===== config.mk =====
export PLATFORM = sky130hd
export DESIGN_NAME = time_set_editor
export DESIGN_NICKNAME = d
export VERILOG_FILES = /design/src/rtl/time_set_editor_pkg.sv /design/src/rtl/time_set_editor_hold_repeat.sv /design/src/rtl/time_set_editor.sv
export SDC_FILE = /design/constraint.sdc
export NUM_CORES = 1
export LEC_CHECK = 0
export CORE_ASPECT_RATIO = 1.25
export CORE_UTILIZATION = 52
export CTS_CLUSTER_SIZE = 20
export DETAILED_ROUTE_END_ITERATION = 7
export HOLD_SLACK_MARGIN = 0.02
export PLACE_DENSITY = 0.76
export SLEW_MARGIN = 25
export SYNTH_ARGS = -nofsm -noshare
export SYNTH_HDL_FRONTEND = slang
export SYNTH_SLANG_ARGS = --single-unit

===== constraint.sdc =====
create_clock -name clk -period 4 [get_ports clk]
set_input_delay 1 -clock clk [delete_from_list [all_inputs] [get_ports clk]]
set_output_delay 1 -clock clk [all_outputs]
set_load 0.01 [all_outputs]

===== src/rtl/time_set_editor_pkg.sv =====
// Shared types and elaboration helpers for the digit-by-digit value editor.
package time_set_editor_pkg;

    typedef enum logic [1:0] {
        ST_IDLE,
        ST_EDIT,
        ST_COMMIT
    } edit_state_e;

    // MM:SS layout, most significant digit in the top field.
    localparam logic [15:0] MMSS_BASES = {4'd6, 4'd10, 4'd6, 4'd10};

    function automatic int unsigned clog2_min1(input int unsigned n);
        int unsigned w;
        w = 0;
        for (int unsigned i = 0; i < 32; i++) begin
            if ((64'(1) << i) < 64'(n)) w = i + 1;
        end
        return (w == 0) ? 1 : w;
    endfunction

    function automatic int unsigned cycles_per_ms(input int unsigned clk_hz);
        return (clk_hz / 1000 == 0) ? 1 : clk_hz / 1000;
    endfunction

endpackage


===== src/rtl/time_set_editor_hold_repeat.sv =====
// Button press edge detector with hold-delay auto-repeat; emits one step pulse per action.
module time_set_editor_hold_repeat
    import time_set_editor_pkg::*;
#(
    parameter int unsigned DELAY_CYC = 10,
    parameter int unsigned RATE_CYC  = 5
) (
    input  logic clk,
    input  logic rst,
    input  logic en_i,
    input  logic btn_i,
    input  logic clr_i,
    output logic step_o
);

    localparam int unsigned CW = clog2_min1((DELAY_CYC > RATE_CYC) ? DELAY_CYC : RATE_CYC);
    localparam logic [CW-1:0] DELAY_LAST = CW'(DELAY_CYC - 1);
    localparam logic [CW-1:0] RATE_LAST  = CW'(RATE_CYC - 1);

    logic          btn_q;
    logic          rep_q, rep_d;
    logic [CW-1:0] cnt_q, cnt_d;

    always_ff @(posedge clk or posedge rst) begin
        if (rst) begin
            btn_q <= 1'b0;
            rep_q <= 1'b0;
            cnt_q <= '0;
        end else begin
            btn_q <= btn_i;
            rep_q <= rep_d;
            cnt_q <= cnt_d;
        end
    end

    // cnt_q counts held cycles since the last step; rep_q selects delay vs. repeat period.
    always_comb begin
        cnt_d  = cnt_q;
        rep_d  = rep_q;
        step_o = 1'b0;
        if (!en_i || !btn_i || clr_i) begin
            cnt_d = '0;
            rep_d = 1'b0;
        end else if (!btn_q) begin
            step_o = 1'b1;
            cnt_d  = '0;
            rep_d  = 1'b0;
        end else if (!rep_q) begin
            if (cnt_q == DELAY_LAST) begin
                step_o = 1'b1;
                cnt_d  = '0;
                rep_d  = 1'b1;
            end else begin
                cnt_d = cnt_q + 1'b1;
            end
        end else begin
            if (cnt_q == RATE_LAST) begin
                step_o = 1'b1;
                cnt_d  = '0;
            end else begin
                cnt_d = cnt_q + 1'b1;
            end
        end
    end

endmodule


===== src/rtl/time_set_editor.sv =====
// Digit-by-digit value editor: load, navigate, step with per-digit base, blink, commit on exit.
module time_set_editor
    import time_set_editor_pkg::*;
#(
    parameter int unsigned NUM_DIGITS      = 4,
    parameter int unsigned BITS_PER_DIGIT  = 4,
    parameter logic [NUM_DIGITS*BITS_PER_DIGIT-1:0] DIGIT_BASES = MMSS_BASES,
    parameter int unsigned CLK_HZ          = 100_000_000,
    parameter int unsigned BLINK_HZ        = 5,
    parameter int unsigned REPEAT_DELAY_MS = 500,
    parameter int unsigned REPEAT_HZ       = 10,
    parameter bit          WRAP_EN         = 1'b1,
    parameter bit          CARRY_EN        = 1'b0,
    localparam int unsigned NB = NUM_DIGITS * BITS_PER_DIGIT,
    localparam int unsigned SW = clog2_min1(NUM_DIGITS)
) (
    input  logic                  clk,
    input  logic                  rst,
    input  logic                  edit_req,
    input  logic [NB-1:0]         load_value,
    input  logic                  up,
    input  logic                  down,
    input  logic                  left,
    input  logic                  right,
    output logic                  editing,
    output logic [SW-1:0]         sel,
    output logic [NB-1:0]         value_out,
    output logic [NUM_DIGITS-1:0] blank_mask,
    output logic                  commit_valid,
    output logic [NB-1:0]         commit_value
);

    localparam int unsigned B         = BITS_PER_DIGIT;
    localparam int unsigned BLINK_RAW = CLK_HZ / (2 * BLINK_HZ);
    localparam int unsigned BLINK_CYC = (BLINK_RAW == 0) ? 1 : BLINK_RAW;
    localparam int unsigned DELAY_CYC = REPEAT_DELAY_MS * cycles_per_ms(CLK_HZ);
    localparam int unsigned RATE_RAW  = CLK_HZ / REPEAT_HZ;
    localparam int unsigned RATE_CYC  = (RATE_RAW == 0) ? 1 : RATE_RAW;
    localparam int unsigned BW        = clog2_min1(BLINK_CYC);
    localparam logic [SW-1:0] SEL_MAX = SW'(NUM_DIGITS - 1);

    edit_state_e   state_q, state_d;
    logic [NB-1:0] value_q, value_d;
    logic [SW-1:0] sel_q, sel_d;
    logic [NB-1:0] commit_value_q, commit_value_d;
    logic [BW-1:0] blink_cnt_q, blink_cnt_d;
    logic          phase_q, phase_d;
    logic          left_q, right_q;

    logic          in_edit, up_step, down_step, inc, dec;
    logic          nav_ok, left_press, right_press, moved;
    logic [NB-1:0] stepped, loaded;

    assign in_edit = (state_q == ST_EDIT);

    time_set_editor_hold_repeat #(.DELAY_CYC(DELAY_CYC), .RATE_CYC(RATE_CYC)) u_up_rep (
        .clk(clk), .rst(rst), .en_i(in_edit), .btn_i(up), .clr_i(up & down), .step_o(up_step)
    );

    time_set_editor_hold_repeat #(.DELAY_CYC(DELAY_CYC), .RATE_CYC(RATE_CYC)) u_down_rep (
        .clk(clk), .rst(rst), .en_i(in_edit), .btn_i(down), .clr_i(up & down), .step_o(down_step)
    );

    // A falling edit_req wins over a step arriving on the same edge.
    assign inc = up_step & in_edit & edit_req;
    assign dec = down_step & in_edit & edit_req;

    for (genvar i = 0; i < NUM_DIGITS; i++) begin : g_dig
        logic [B-1:0] cur, lim, ld, nxt;
        logic         trig, at_edge;

        assign cur     = value_q[i*B +: B];
        assign lim     = DIGIT_BASES[i*B +: B] - 1'b1;
        assign at_edge = inc ? (cur == lim) : (cur == '0);
        assign ld      = (load_value[i*B +: B] > lim) ? lim : load_value[i*B +: B];

        // Carry/borrow enters digit i only from a wrapping digit at or above the selection.
        if (i == 0) begin : g_first
            assign trig = (inc | dec) && (sel_q == SW'(0));
        end else begin : g_rest
            assign trig = (inc | dec) &&
                          ((sel_q == SW'(i)) ||
                           (CARRY_EN && WRAP_EN && (sel_q < SW'(i)) &&
                            g_dig[i-1].trig && g_dig[i-1].at_edge));
        end

        always_comb begin
            nxt = cur;
            if (trig) begin
                if (inc) nxt = at_edge ? (WRAP_EN ? '0 : cur) : cur + 1'b1;
                else     nxt = at_edge ? (WRAP_EN ? lim : cur) : cur - 1'b1;
            end
        end

        assign stepped[i*B +: B] = nxt;
        assign loaded[i*B +: B]  = ld;
    end

    assign nav_ok      = edit_req && !(up || down);
    assign left_press  = nav_ok && left && !left_q && !right;
    assign right_press = nav_ok && right && !right_q && !left;
    assign moved       = left_press || right_press;

    always_ff @(posedge clk or posedge rst) begin
        if (rst) begin
            state_q        <= ST_IDLE;
            value_q        <= '0;
            sel_q          <= SEL_MAX;
            commit_value_q <= '0;
            blink_cnt_q    <= '0;
            phase_q        <= 1'b0;
            left_q         <= 1'b0;
            right_q        <= 1'b0;
        end else begin
            state_q        <= state_d;
            value_q        <= value_d;
            sel_q          <= sel_d;
            commit_value_q <= commit_value_d;
            blink_cnt_q    <= blink_cnt_d;
            phase_q        <= phase_d;
            left_q         <= left;
            right_q        <= right;
        end
    end

    always_comb begin
        state_d        = state_q;
        value_d        = value_q;
        sel_d          = sel_q;
        commit_value_d = commit_value_q;
        blink_cnt_d    = blink_cnt_q;
        phase_d        = phase_q;
        case (state_q)
            ST_IDLE: begin
                if (edit_req) begin
                    state_d     = ST_EDIT;
                    value_d     = loaded;
                    sel_d       = SEL_MAX;
                    blink_cnt_d = '0;
                    phase_d     = 1'b0;
                end
            end
            ST_EDIT: begin
                if (!edit_req) begin
                    state_d        = ST_COMMIT;
                    commit_value_d = value_q;
                end else begin
                    value_d = stepped;
                    if (left_press && sel_q != SEL_MAX)    sel_d = sel_q + 1'b1;
                    else if (right_press && sel_q != '0)   sel_d = sel_q - 1'b1;
                    if (inc || dec || moved) begin
                        blink_cnt_d = '0;
                        phase_d     = 1'b0;
                    end else if (blink_cnt_q == BW'(BLINK_CYC - 1)) begin
                        blink_cnt_d = '0;
                        phase_d     = ~phase_q;
                    end else begin
                        blink_cnt_d = blink_cnt_q + 1'b1;
                    end
                end
            end
            ST_COMMIT: state_d = ST_IDLE;
            default:   state_d = ST_IDLE;
        endcase
    end

    assign editing      = in_edit;
    assign sel          = sel_q;
    assign value_out    = value_q;
    assign commit_valid = (state_q == ST_COMMIT);
    assign commit_value = commit_value_q;
    assign blank_mask   = (in_edit && phase_q) ? (NUM_DIGITS'(1) << sel_q) : '0;

endmodule

==> impl_results.md, run 1 <==
- Drt via density: between 5 and 6
- Largest net degree at the start of global routing: 52
- Inst Count DP: between 900 and 1000
- Synth cell types: 76
- Setup violators final: 0
- Worst Hold Depth: 1
- RD Place Congestion: about 0.85
- Slew at the pin closest to its max-slew limit: 0.978 ns
- Worst min path class: reg2reg
- Commonest cells after routing, fill and taps aside: 117 x dfrtp_1, 98 x nor2_1, 62 x clkdlybuf4s50_1
- Reg2Reg Depth: 8
- Number of synthesized flops with an enable pin: 0
- Cts bufs inserted: 17
- Sw Share: 28.7%
- R2R Setup Slk: ~1.2 ns
- Fin crit share: roughly 84%
- Fin Clk Skew: between 0.005 and 0.006 ns
- Mux contribution to synthesized area: 4.59%
- Critical Path Start Type: register
- Peak supply drop: roughly 0.34 mV
- P&R area growth vs syn: 21.9%
- FF+latch area: about 3000 um2
- Final #Nets: between 800 and 900
- Root Driver: clkbuf_16
- Post-Syn Area: between 6000 and 7000 um2
- Port bufs: between 60 and 70
- Clock slew at reported path FFs: roughly 0.05 ns
- Crit path required time: about 3.0 ns
- Ports: 63
- Die Ht: around 130 um
- Max cap viols: 0
- Leakage power: 3.30 nW
- Internal: 3.00 mW
- Tmin final: around 3.3 ns
- Yosys reg bits: 119
- RSZ-0062 raised after global routing: no
- CTS Hold Bufs: 0
- Worst r2r src: u_up_rep.cnt_q[21]$_DFF_PP0_
- Max_slew headroom: about a third
- Complex-gate fraction of the synthesized area: a little over a tenth
- Die Area: about 13000 um2
- # rows: 45
- Core region area: about 12000 um2
- Switching power: roughly 1.2 mW
- DR vias: between 5000 and 6000
- Fin. Hold Viols: 0
- Mapped Cells: 701
- Register area share after synthesis: between 40% and 50%
- Pins Over Slew Limit: 0
- Die Span X: 103 um
- Hold path start: u_down_rep.cnt_q[0]$_DFF_PP0_
- Area share of fa/ha/maj cells after synthesis: 3.58%
- DR iter-0 viols: just over 300
- DR pass1 iterations: 5
- Final non-filler cell total: 944
- Remaining antenna violation count: 0
- Synth Area in Simple Gates: between 20% and 30%
- Post-CTS setup buffer count: 0
- Critical-path maximum fanout: 22
- Commonest non-fill, non-tap cell in the layout: dfrtp_1
- Gate power share: between 20% and 30%
- Final design utilization: approximately two thirds
- Critical path type: reg2out
- CTS tree: done
- Critical path data arrival time: roughly 2.4 ns
- Setup TNS: 0 ns
- Worst Setup End Kind: output pin
- Drt wl/cell: between 15 and 20 um
- Initial antenna violation count: 1
- WL final: about 15 mm
- Fillcell total: 999
- Run status: completed
- Vias in the first global route: approximately 5500
- DR DRC count: 0
- Largest family of logic cells by synthesized area: simple AND/OR/NAND/NOR gates
- Avg Cell Area, Syn: approximately 9.5 um2
- Worst-case clock buffer depth: 2
- Part of the power in registers: a little over a third
- Max Clock Freq: between 200 and 300 MHz
- Area occupied by multi-input gates: around 3500 um2
- DP HPWL: ~10 mm
- Initial core utilization: between 50% and 60%
- Clock Latency Late Sink: 0.42 ns
- Power Dens Cells: around 520 nW/um2
- Post-synth ARST share: 100%
- H-tree levels: 4
- Overflow after GRT: 0
- Main flop type after synthesis: dfrtp_1
- Overall global routing resource usage: between 20% and 30%
- Reg-to-reg endpoint: blink_cnt_q[16]$_DFFE_PP0P_
- CTS Sinks: between 100 and 150
- Post-Syn Nets: about 740
- Post-cts resize count: 0
- First-pass GRT wire length: ~27 mm
- Hold path endpoint: u_down_rep.cnt_q[0]$_DFF_PP0_
- Clock network power share: about two fifths
- Post-synthesis xor/xnor area fraction: 8.30%
- Synth warn: 0
- Layout cells sized above 1: about a tenth
stage by stage:
stage / total power, mW / setup slack, ns / hold WS [ns] / instance area (um2)
after detailed placement: 2.57 / 0.544 / 0.481 / 7460
after floorplan: 2.10 / 1.42 / 0.455 / 6650
final: 4.20 / 0.650 / 0.488 / 8100
after global routing: 4.40 / 0.530 / 0.523 / 8100
after global placement: 2.53 / 0.401 / 0.471 / 7460
after CTS: 4.22 / 0.637 / 0.488 / 8090
power by group through the flow:
| stage | clock (mW) | combinational [mW] | sequential [mW] |
|---|---|---|---|
| after floorplan | 0 | 0.532 | 1.57 |
| after global placement | 0 | 0.989 | 1.55 |
| after detailed placement | 0 | 1.01 | 1.55 |
| after CTS | 1.66 | 1.03 | 1.54 |
| after global routing | 1.72 | 1.12 | 1.56 |
| final | 1.64 | 1.03 | 1.54 |
state kept, by name, indices dropped and copies added (netlist names), 2 cells and up:
register          count
u_down_rep.cnt_q     26
u_up_rep.cnt_q       26
blink_cnt_q          24
commit_value         16
value_out            16
sel                   2
state_q               2
routing by layer:
metal | vias to the layer above | track usage, % | wire, um | part of all wire, %
met5 | - | 0 | 0 | 0
met4 | 0 | 8.62 | 269 | 1.7
li1 | 2606 | - | - | -
met2 | 137 | 43.1 | 7830 | 51
met3 | 24 | 7.93 | 730 | 4.7
met1 | 2681 | 32.5 | 6550 | 43
how the worst max path moves through the flow:
stage	depth (start not counted)	to	slack, ns	startpoint
after global routing	6	editing	0.53	state_q[0]$_DFFE_PP0P_
after floorplan	6	blank_mask[0]	1.42	state_q[1]$_DFFE_PP0P_
after detailed placement	9	blink_cnt_q[23]$_DFFE_PP0P_	0.54	edit_req
final	6	editing	0.65	state_q[0]$_DFFE_PP0P_
after CTS	6	editing	0.64	state_q[0]$_DFFE_PP0P_
after global placement	8	value_out[11]$_DFFE_PP0P_	0.40	up
cells in the mapped netlist (4+ instances only):
cell | n | area share, %
nor2b_1 | 7 | 0.66
and2_1 | 5 | 0.47
mux2_2 | 20 | 3.4
nor3b_1 | 4 | 0.45
nand4_1 | 14 | 1.3
nand4b_1 | 4 | 0.53
clkbuf_1 | 17 | 0.96
dfrtp_1 | 117 | 44
a21oi_1 | 22 | 1.7
ha_1 | 19 | 3.6
o21ai_0 | 24 | 1.8
a31oi_1 | 9 | 0.85
o31ai_1 | 4 | 0.45
nand2b_1 | 8 | 0.75
and3_1 | 17 | 1.6
inv_1 | 30 | 1.7
nor3_1 | 22 | 1.7
or3_1 | 13 | 1.2
mux2i_1 | 8 | 1.2
nor2_1 | 99 | 5.6
nand2_1 | 49 | 2.8
xor2_1 | 33 | 4.3
nand3_1 | 45 | 3.4
xnor2_1 | 30 | 4.0
cells by family after synthesis:
group | after synthesis
AND/OR/NAND/NOR | 319
flip-flops | 119
AO/OA/AOI/OAI | 101
XOR/XNOR | 63
buffers and inverters | 52
multiplexers | 28
adder cells (fa/ha/maj) | 19
cell type report:
type	instances	share of cell area [%]
multi-input cells	530	42.7
flip-flops and latches	119	36.8
repair buffers	70	8.71
clock buffers	22	5.98
well taps	164	2.53
clock inverters	8	1.79
inverters	30	1.44
diodes	1	0.0309
worst max-delay path, cell delays in order, from the launching register on:
cell and delay, ns:
dfrtp_1 0.48, nand2b_1 0.09, buf_4 0.20, inv_1 0.13, buf_4 0.16, buf_4 0.27
clkdlybuf4s50_1 0.59
Note: power is estimated with default switching activity, not from simulation.
==> inputs of run 2 (changes only) <==
--- a/config.mk
+++ b/config.mk
@@ -6,11 +6,11 @@
 export NUM_CORES = 1
 export LEC_CHECK = 0
 export CORE_ASPECT_RATIO = 1.25
-export CORE_UTILIZATION = 52
+export CORE_UTILIZATION = 55
 export CTS_CLUSTER_SIZE = 20
 export DETAILED_ROUTE_END_ITERATION = 7
 export HOLD_SLACK_MARGIN = 0.02
-export PLACE_DENSITY = 0.76
+export PLACE_DENSITY = 0.77
 export SLEW_MARGIN = 25
 export SYNTH_ARGS = -nofsm -noshare
 export SYNTH_HDL_FRONTEND = slang
==> constraint.sdc (replaced) <==
create_clock -name clk -period 3.26 [get_ports clk]
set_input_delay 0.815 -clock clk [delete_from_list [all_inputs] [get_ports clk]]
set_output_delay 0.815 -clock clk [all_outputs]
set_load 0.01 [all_outputs]
==> impl_results.md, run 2 (same netlist as run 1, synthesis figures left out) <==
- Post-CTS setup buffer count: 0 (unchanged)
- CTS Hold Bufs: 0 (unchanged)
- Antenna fix cells: 0 (-1)
- Core region area: 11700 um2 (-4.9%)
- Worst Setup End Kind: output pin
- Pins Over Slew Limit: 0 (unchanged)
- RSZ-0062 raised after global routing: no
- Crit-path max cell delay: 0.59 ns (about the same)
- Port bufs: 62 (unchanged)
- Fin. Hold Viols: 0 (unchanged)
- Die Area: 12500 um2 (-5.4%)
- Final hold slack: 0.494 ns (+0.00579 ns)
- DR DRC count: 0 (unchanged)
- Worst-case clock buffer depth: 2 (unchanged)
- Commonest non-fill, non-tap cell in the layout: dfrtp_1
- Gate power share: 25.4% (+1.0 points)
- Final design utilization: 69.2% (+3.2 points)
- Fin Clk Skew: 0.00939 ns (+0.00400 ns)
- Remaining antenna violation count: 0 (unchanged)
- Post-cts resize count: 0 (unchanged)
- CP endpoint: editing
- Internal: 3.48 mW (+16%)
- Clock slew at reported path FFs: 0.05 ns (about the same)
- Run status: completed
- DR vias: 5545 (+1.8%)
- R2R Setup Slk: 0.59 ns (-0.60 ns)
- Critical Path Source: state_q[1]$_DFFE_PP0P_
- WL final: 15.4 mm (+0.44%)
- Part of the power in registers: 38.4% (+1.8 points)
- # rows: 44 (-2.2%)
- Leakage power: 3.32 nW (+0.34%)
- First-pass GRT wire length: 26.4 mm (-0.78%)
- Critical-path maximum fanout: 22 (unchanged)
- Largest registers: u_down_rep.cnt_q (26), u_up_rep.cnt_q (26), blink_cnt_q (24)
- Worst path slowest cell: clkdlybuf4s50_1
- Initial core utilization: 56.9% (+2.8 points)
- Sw Share: 29.3% (+0.58 points)
- Worst min path class: reg2reg
- Drt wl/cell: 16.2 um (-0.30%)
- Ports: 63 (unchanged)
- CTS tree: done
- DP HPWL: 10.7 mm (+3.5%)
- Tmin final: about 3.0 ns
- Clock Latency Late Sink: 0.42 ns (about the same)
- Max Clock Freq: approximately 330 MHz
- Max_slew headroom: 49.9% (+15 points)
- Critical Path Start Type: register
- Peak supply drop: 0.477 mV (+40%)
- Die Ht: 125 um (-2.7%)
- P&R area growth vs syn: 21.6%
- Largest net degree at the start of global routing: 75 (+44%)
- Overflow after GRT: 0 (unchanged)
- CTS Sinks: 119 (unchanged)
- Final #Nets: 819 (+1.1%)
- Cts bufs inserted: 17 (unchanged)
- Fin crit share: between 90% and 100%
- Crit path required time: 2.44 ns (-0.56 ns)
- Switching power: 1.44 mW (+19%)
- Critical path type: reg2out
- Critical-path cell list: nand2b_1 -> inv_1 -> buf_4 -> clkdlybuf4s50_1
- Power Dens Cells: 609 nW/um2 (+17%)
- Clock network power share: 36.2% (-2.7 points)
- Layout cells sized above 1: 10.9% (+0.49 points)
- Setup violators final: 0 (unchanged)
- Critical path data arrival time: 2.17 ns (-0.18 ns)
- H-tree levels: 4 (unchanged)
- Reg2Reg Depth: 8 (unchanged)
- Vias in the first global route: 5601 (+2.1%)
- DR pass1 iterations: 5 (unchanged)
- Worst r2r src: u_up_rep.cnt_q[21]$_DFF_PP0_
- Die Span X: 100 um (-2.7%)
- Overall global routing resource usage: 26.7% (+0.56 points)
- DR iter-0 viols: 323 (+6.3%)
- Initial antenna violation count: 0 (-1)
- RD Place Congestion: 0.899 (+6.3%)
- Slew at the pin closest to its max-slew limit: 0.750 ns (-0.228 ns)
- Root Driver: clkbuf_16
- Reg-to-reg endpoint: value_out[7]$_DFFE_PP0P_
- Max cap viols: 0 (unchanged)
- Commonest cells after routing, fill and taps aside: 117 x dfrtp_1, 98 x nor2_1, 62 x clkdlybuf4s50_1
- Drt via density: 5.83 (+1.0%)
run 2: cell type report:
cell class | count | area [um2]
sequential | 119 | 2980
clock inverter | 3 | 40.0
fill | 917 | 3590
tap | 161 | 201
inverter | 30 | 116
clock buffer | 29 | 520
multi-input combinational | 530 | 3460
timing repair buffer | 79 | 761
run 2: power by group through the flow:
stage	logic, mW	clock network, mW	registers (mW)
global route	1.36	1.87	1.92
CTS	1.25	1.81	1.89
floorplan	0.653	0	1.92
finish	1.25	1.78	1.89
detailed placement	1.24	0	1.91
global placement	1.20	0	1.90
run 2: how the worst min path moves through the flow:
| stage | start | end | slack (ns) | cells past startpoint |
|---|---|---|---|---|
| 6_report | u_down_rep.cnt_q[0]$_DFF_PP0_ | u_down_rep.cnt_q[0]$_DFF_PP0_ | 0.49 | 1 |
| 5_1_grt | commit_value[5]$_DFFE_PP0P_ | commit_value[5]$_DFFE_PP0P_ | 0.51 | 1 |
| 4_1_cts | u_down_rep.cnt_q[0]$_DFF_PP0_ | u_down_rep.cnt_q[0]$_DFF_PP0_ | 0.49 | 1 |
| 3_5_place_dp | u_down_rep.cnt_q[0]$_DFF_PP0_ | u_down_rep.cnt_q[0]$_DFF_PP0_ | 0.48 | 1 |
| 3_3_place_gp | u_down_rep.cnt_q[0]$_DFF_PP0_ | u_down_rep.cnt_q[0]$_DFF_PP0_ | 0.47 | 1 |
| 2_1_floorplan | u_down_rep.cnt_q[0]$_DFF_PP0_ | u_down_rep.cnt_q[0]$_DFF_PP0_ | 0.46 | 1 |
run 2: critical path: cells and delay by family, from the launching register on:
family / cells / cell delay, ns
buffers and inverters: 3 / 1.18
flip-flops: 1 / 0.40
AND/OR/NAND/NOR: 1 / 0.17
run 2: metal layers:
metal	up-vias	GRT usage (%)	wire, um
met2	186	44.0	7870
met1	2701	33.1	6400
met5	-	0	0
li1	2620	-	-
met4	0	11.3	344
met3	38	6.40	837
run 2: per-stage QoR:
stage	cell area, um2	setup slack (ns)	TNS [ns]	instances	total power [mW]
floorplan	6650	0.861	0	701	2.57
global placement	7510	-0.0800	-0.0800	919	3.10
global route	8080	0.123	0	951	5.15
detailed placement	7510	0.102	0	919	3.15
finish	8080	0.270	0	951	4.92
CTS	8070	0.266	0	951	4.95
==> inputs of run 3 (changes only) <==
--- a/config.mk
+++ b/config.mk
@@ -5,6 +5,7 @@
 export SDC_FILE = /design/constraint.sdc
 export NUM_CORES = 1
 export LEC_CHECK = 0
+export CAP_MARGIN = 20
 export CORE_ASPECT_RATIO = 1.25
 export CORE_UTILIZATION = 55
 export CTS_CLUSTER_SIZE = 20
==> results of run 3 <==
The final DEF is identical to that of run 2; final timing and power are the same.
==> RTL change 1: new RTL, config.mk and constraints of run 1 <==
Encoding of `edit_state_e`: now one-hot (3 bits for 3 states).
--- a/src/rtl/time_set_editor_pkg.sv
+++ b/src/rtl/time_set_editor_pkg.sv
@@ -3,6 +3,6 @@
 
-    typedef enum logic [1:0] {
-        ST_IDLE,
-        ST_EDIT,
-        ST_COMMIT
+    typedef enum logic [2:0] {
+        ST_IDLE   = 3'b001,
+        ST_EDIT   = 3'b010,
+        ST_COMMIT = 3'b100
     } edit_state_e;
Behaviour: no difference found for any inputs over 4 cycles, from zero or initial values and one cycle with rst high; so few cycles prove little.
==> RTL change 1 against run 1 <==
Final area decreased by 0.29%; hold slack got worse by 0.0042 ns; combinational power increased by 41%; power increased by 8.7%; setup slack got worse by 0.12 ns; largest cell class unchanged; wire length decreased by 1.3%; synthesized cell count increased by 0.29%; sequential cell count increased by 1; global-route usage decreased by 1.5 points; clock skew increased by 0.0059 ns; sequential power increased by 5%; synthesized area increased by 0.75%.
==> RTL change 1: results (changes against run 1) <==
Detailed routing
  • Vias per inst: 5.76 (was 5.77)
  • Met2 routed WL: 7720 um (was 7830 um)
  • Routed WL per cell: 16.1 um (was 16.3 um)
  • Met3 wire len: 741 um (was 730 um)
  • DRT met1 WL: 6390 um (was 6550 um)

Global routing
  • Initial antenna violation count: 0 (was 1)
  • Number of global-route vias before repair: 5445 (was 5486)
  • Largest net degree at the start of global routing: 121 (was 52)
  • GR Util All Layers: 24.5% (was 26.1%)
  • Met1 usage: 29.4% (was 32.5%)

Worst setup path
  • CP arrival: 2.47 ns (was 2.35 ns)
  • R2r setup slk: 1.01 ns (was 1.19 ns)
  • Worst Setup EP: blank_mask[0] (was editing)
  • Worst R2R Start: state_q[1] (was u_up_rep.cnt_q[21])
  • Crit path max fanout: 19 (was 22)

Layout
  • Fill count: 985 (was 999)
  • # diodes: 0 (was 1)
  • Final non-filler cell total: 945 (was 944)

Synth
  • Mux contribution to synthesized area: 5.57% (was 4.59%)
  • Avg Inst Size Synth: 9.52 um2 (was 9.48 um2)
  • Mapped Nets: 745 (was 743)
  • Adder-cell share of the synthesized area: 3.55% (was 3.58%)
  • Post-Synth XOR/XNOR Area: 8.76% (was 8.30%)

Power and ir drop
  • Switching power: 1470 uW (was 1210 uW)
  • Static Leak: 0.00331 uW (was 0.00330 uW)
  • Power Internal: 3100 uW (was 3000 uW)
  • Combinational Power Share: 31.8% (was 24.4%)

Placement
  • Post-Place Cell Area: 7490 um2 (was 7460 um2)
  • Dpl hpwl: 10300 um (was 10400 um)
  • Placed Instances: 915 (was 913)
  • Pre-CTS setup slack: 0.555 ns (was 0.544 ns)

Outcome
  • Status: finished, final reports clean (unchanged)

Timing
  • Worst Tran Pin Value: 0.945 ns (was 0.978 ns)
  • Post-route setup slack: 0.527 ns (was 0.650 ns)
  • Worst Clk Skew: 0.0113 ns (was 0.00539 ns)
[RTL change 1: changes by cell type in the layout (fill, tap and decap cells not counted), moves of 4 or more]
cell,run 1,this run
a21oi_1,22,17
o21ai_0,24,32
xnor2_1,30,35
or2_2,3,8
nor4_1,3,8
mux2_2,20,26
inv_1,29,33
a31oi_1,9,5
nor3_1,22,13
nand2_1,49,41
nand3_1,45,40
[RTL change 1: layout make-up]
cell class | instances | area, um2 | area share [%]
Multi-Input combinational cell | 522 | 3440 | 42.7
Inverter | 34 | 131 | 1.63
Timing Repair Buffer | 71 | 701 | 8.68
Clock inverter | 8 | 96.3 | 1.19
Clock buffer | 22 | 484 | 6.00
Tap cell | 168 | 210 | 2.60
Sequential cell | 120 | 3010 | 37.2
[RTL change 1: worst reg2reg max path, delay by kind of cell (launching register included)]
| family | cells | cell delay [ns] |
|---|---|---|
| DFF | 1 | 0.39 |
| and+or+nand+nor | 5 | 1.33 |
| buffers and inverters | 1 | 0.47 |
| AOI/OAI and AO/OA | 2 | 0.69 |
==> RTL change 2: new RTL, settings of run 1 <==
Made on the original files. `CARRY_EN`: 1'b0 -> 1'b1.
--- a/src/rtl/time_set_editor.sv
+++ b/src/rtl/time_set_editor.sv
@@ -12,3 +12,3 @@
     parameter bit          WRAP_EN         = 1'b1,
-    parameter bit          CARRY_EN        = 1'b0,
+    parameter bit          CARRY_EN        = 1'b1,
     localparam int unsigned NB = NUM_DIGITS * BITS_PER_DIGIT,
Formal check against the unedited RTL: not equivalent (a bounded check fails within 4 cycles, from zero or initial values and one cycle with rst high).
==> RTL change 2 against run 1 <==
Wire length fell by 3.1%; power decreased by 5.2%; highest routed layer unchanged; synthesized cell count decreased by 1.3%; synthesized area barely moved; critical path type unchanged; via count down 1.9%; maximum frequency rose by 2.0%; cell count shrank 0.42%; global-route usage down 1.4 points; final area down 0.40%; setup slack improved by 0.064 ns; sequential cell count unchanged; core utilization shrank 0.26 points.
==> RTL change 2: results (changes against run 1) <==
Detailed routing
  • Met3 wire len: 548 um (was 730 um)
  • Met2 routed WL: 7530 um (was 7830 um)
  • Iter 0 DRT Violations: 294 (was 304)
  • Via count of the routed design: 5342 (was 5448)
  • Routed WL per cell: 15.9 um (was 16.3 um)
  • DRT met1 WL: 6510 um (was 6550 um)

Timing
  • Worst Tran Pin Value: 0.901 ns (was 0.978 ns)
  • Finish-stage setup viols: 0 (unchanged)
  • Worst Clk Skew: 0.0106 ns (was 0.00539 ns)

Clock network
  • Max Root-Sink Buffers: 2 (unchanged)
  • Worst-Skew Late Latency: 0.42 ns (about the same)
  • # Post-CTS Setup Buffers: 0 (unchanged)
  • H-tree levels: 4 (unchanged)
  • Post-cts sizing count: 0 (unchanged)

Worst setup path
  • CP arrival: 2.29 ns (was 2.35 ns)
  • Crit path max fanout: 15 (was 22)
  • Crit path largest cell delay: 0.57 ns (was 0.59 ns)
  • Critical path's slowest cell: dfrtp_1 (was clkdlybuf4s50_1)

Synth
  • Synth area leaders: dfrtp_1 44%, xor2_1 5.9%, nor2_1 5.5% (was dfrtp_1 44%, nor2_1 5.6%, xor2_1 4.3%)
  • Post-synthesis sequential area ratio: 44.9% (about the same)
  • Asr flop ratio synth: 100% (unchanged)
  • Mapped Nets: 735 (was 743)
  • Yosys cell types: 74 (was 76)
  • Post-synth top cells: 117 x dfrtp_1, 98 x nor2_1, 54 x nand2_1 (was 117 x dfrtp_1, 99 x nor2_1, 49 x nand2_1)
  • Yosys warns: 0 (unchanged)

Global routing
  • Initial antenna violation count: 0 (was 1)
  • First-pass GRT wire length: 25200 um (was 26600 um)
  • Largest net degree at the start of global routing: 45 (was 52)
  • GR Util All Layers: 24.7% (was 26.1%)

Layout
  • Share of layout cells above drive strength 1: 11.0% (was 10.4%)
  • Nets: 806 (was 810)
  • # diodes: 0 (was 1)
  • Fill count: 998 (was 999)

Placement
  • Gpl congestion: 0.850 (was 0.845)
  • PortBufs: 62 (unchanged)
  • Dpl hpwl: 10400 um (about the same)
  • Pre-CTS setup slack: 0.454 ns (was 0.544 ns)

Power and ir drop
  • Static Leak: 0.00329 uW (was 0.00330 uW)
  • Peak VDD IR: 0.000340 V (was 0.000341 V)

Outcome
  • Status: finished, final reports clean (unchanged)
RTL change 2: final timing paths:
path | from | to | slack [ns] | cells after the start
max reg2reg | u_down_rep.cnt_q[11] | phase_q | 1.04 | 8
max in group asynchronous | rst | sel[0] | 2.12 | 3
min | u_down_rep.cnt_q[0] | u_down_rep.cnt_q[0] | 0.49 | 1
min reg2reg | u_down_rep.cnt_q[0] | u_down_rep.cnt_q[0] | 0.49 | 1
max | state_q[0] | editing | 0.71 | 4
min in group asynchronous | rst | u_down_rep.cnt_q[4] | 1.11 | 2
RTL change 2: per-layer routing:
metal  track usage, %  up-vias
li1                 -     2579
met1             31.9     2612
met2             40.1      121
met3             5.11       30
met4             10.5        0
met5                0        -
RTL change 2: kinds of logic after synthesis:
group / Yosys count / share of synthesized area (%)
compound gates: 93 / 10.2
fa+ha+maj: 20 / 3.77
simple gates: 309 / 24.1
flops: 119 / 44.9
xor+xnor: 67 / 8.83
mux: 30 / 4.97
buf+inv: 54 / 3.32
RTL change 2: worst register-to-register path, stage by stage, from the launching register on:
cell and delay, ns:
dfrtp_1 0.40, or4_1 0.54, nor4_2 0.34, o21ai_1 0.20, a21oi_4 0.28, or3_1 0.31
nor2_2 0.14, nor2_8 0.28, mux2_1 0.35
RTL change 2: final cells by class:
class	instances	area, um2	share of cell area, %
Inverter	33	128	1.58
Timing Repair Buffer	73	716	8.87
Sequential cell	119	2980	37.0
Clock inverter	11	124	1.54
Tap cell	164	205	2.54
Clock buffer	21	470	5.83
Multi-Input combinational cell	519	3440	42.7
RTL change 2: report_power, final:
| group | switching (uW) | total [uW] | internal (uW) |
|---|---|---|---|
| clock | 558 | 1520 | 964 |
| combinational | 454 | 954 | 500 |
| sequential | 171 | 1510 | 1340 |
RTL change 2: per-stage QoR:
stage	std cells	instance area [um2]	hold WS (ns)
global route	940	8070	0.511
global placement	908	7470	0.464
finish	940	8070	0.489
CTS	940	8070	0.487
floorplan	692	6650	0.448
detailed placement	908	7470	0.478
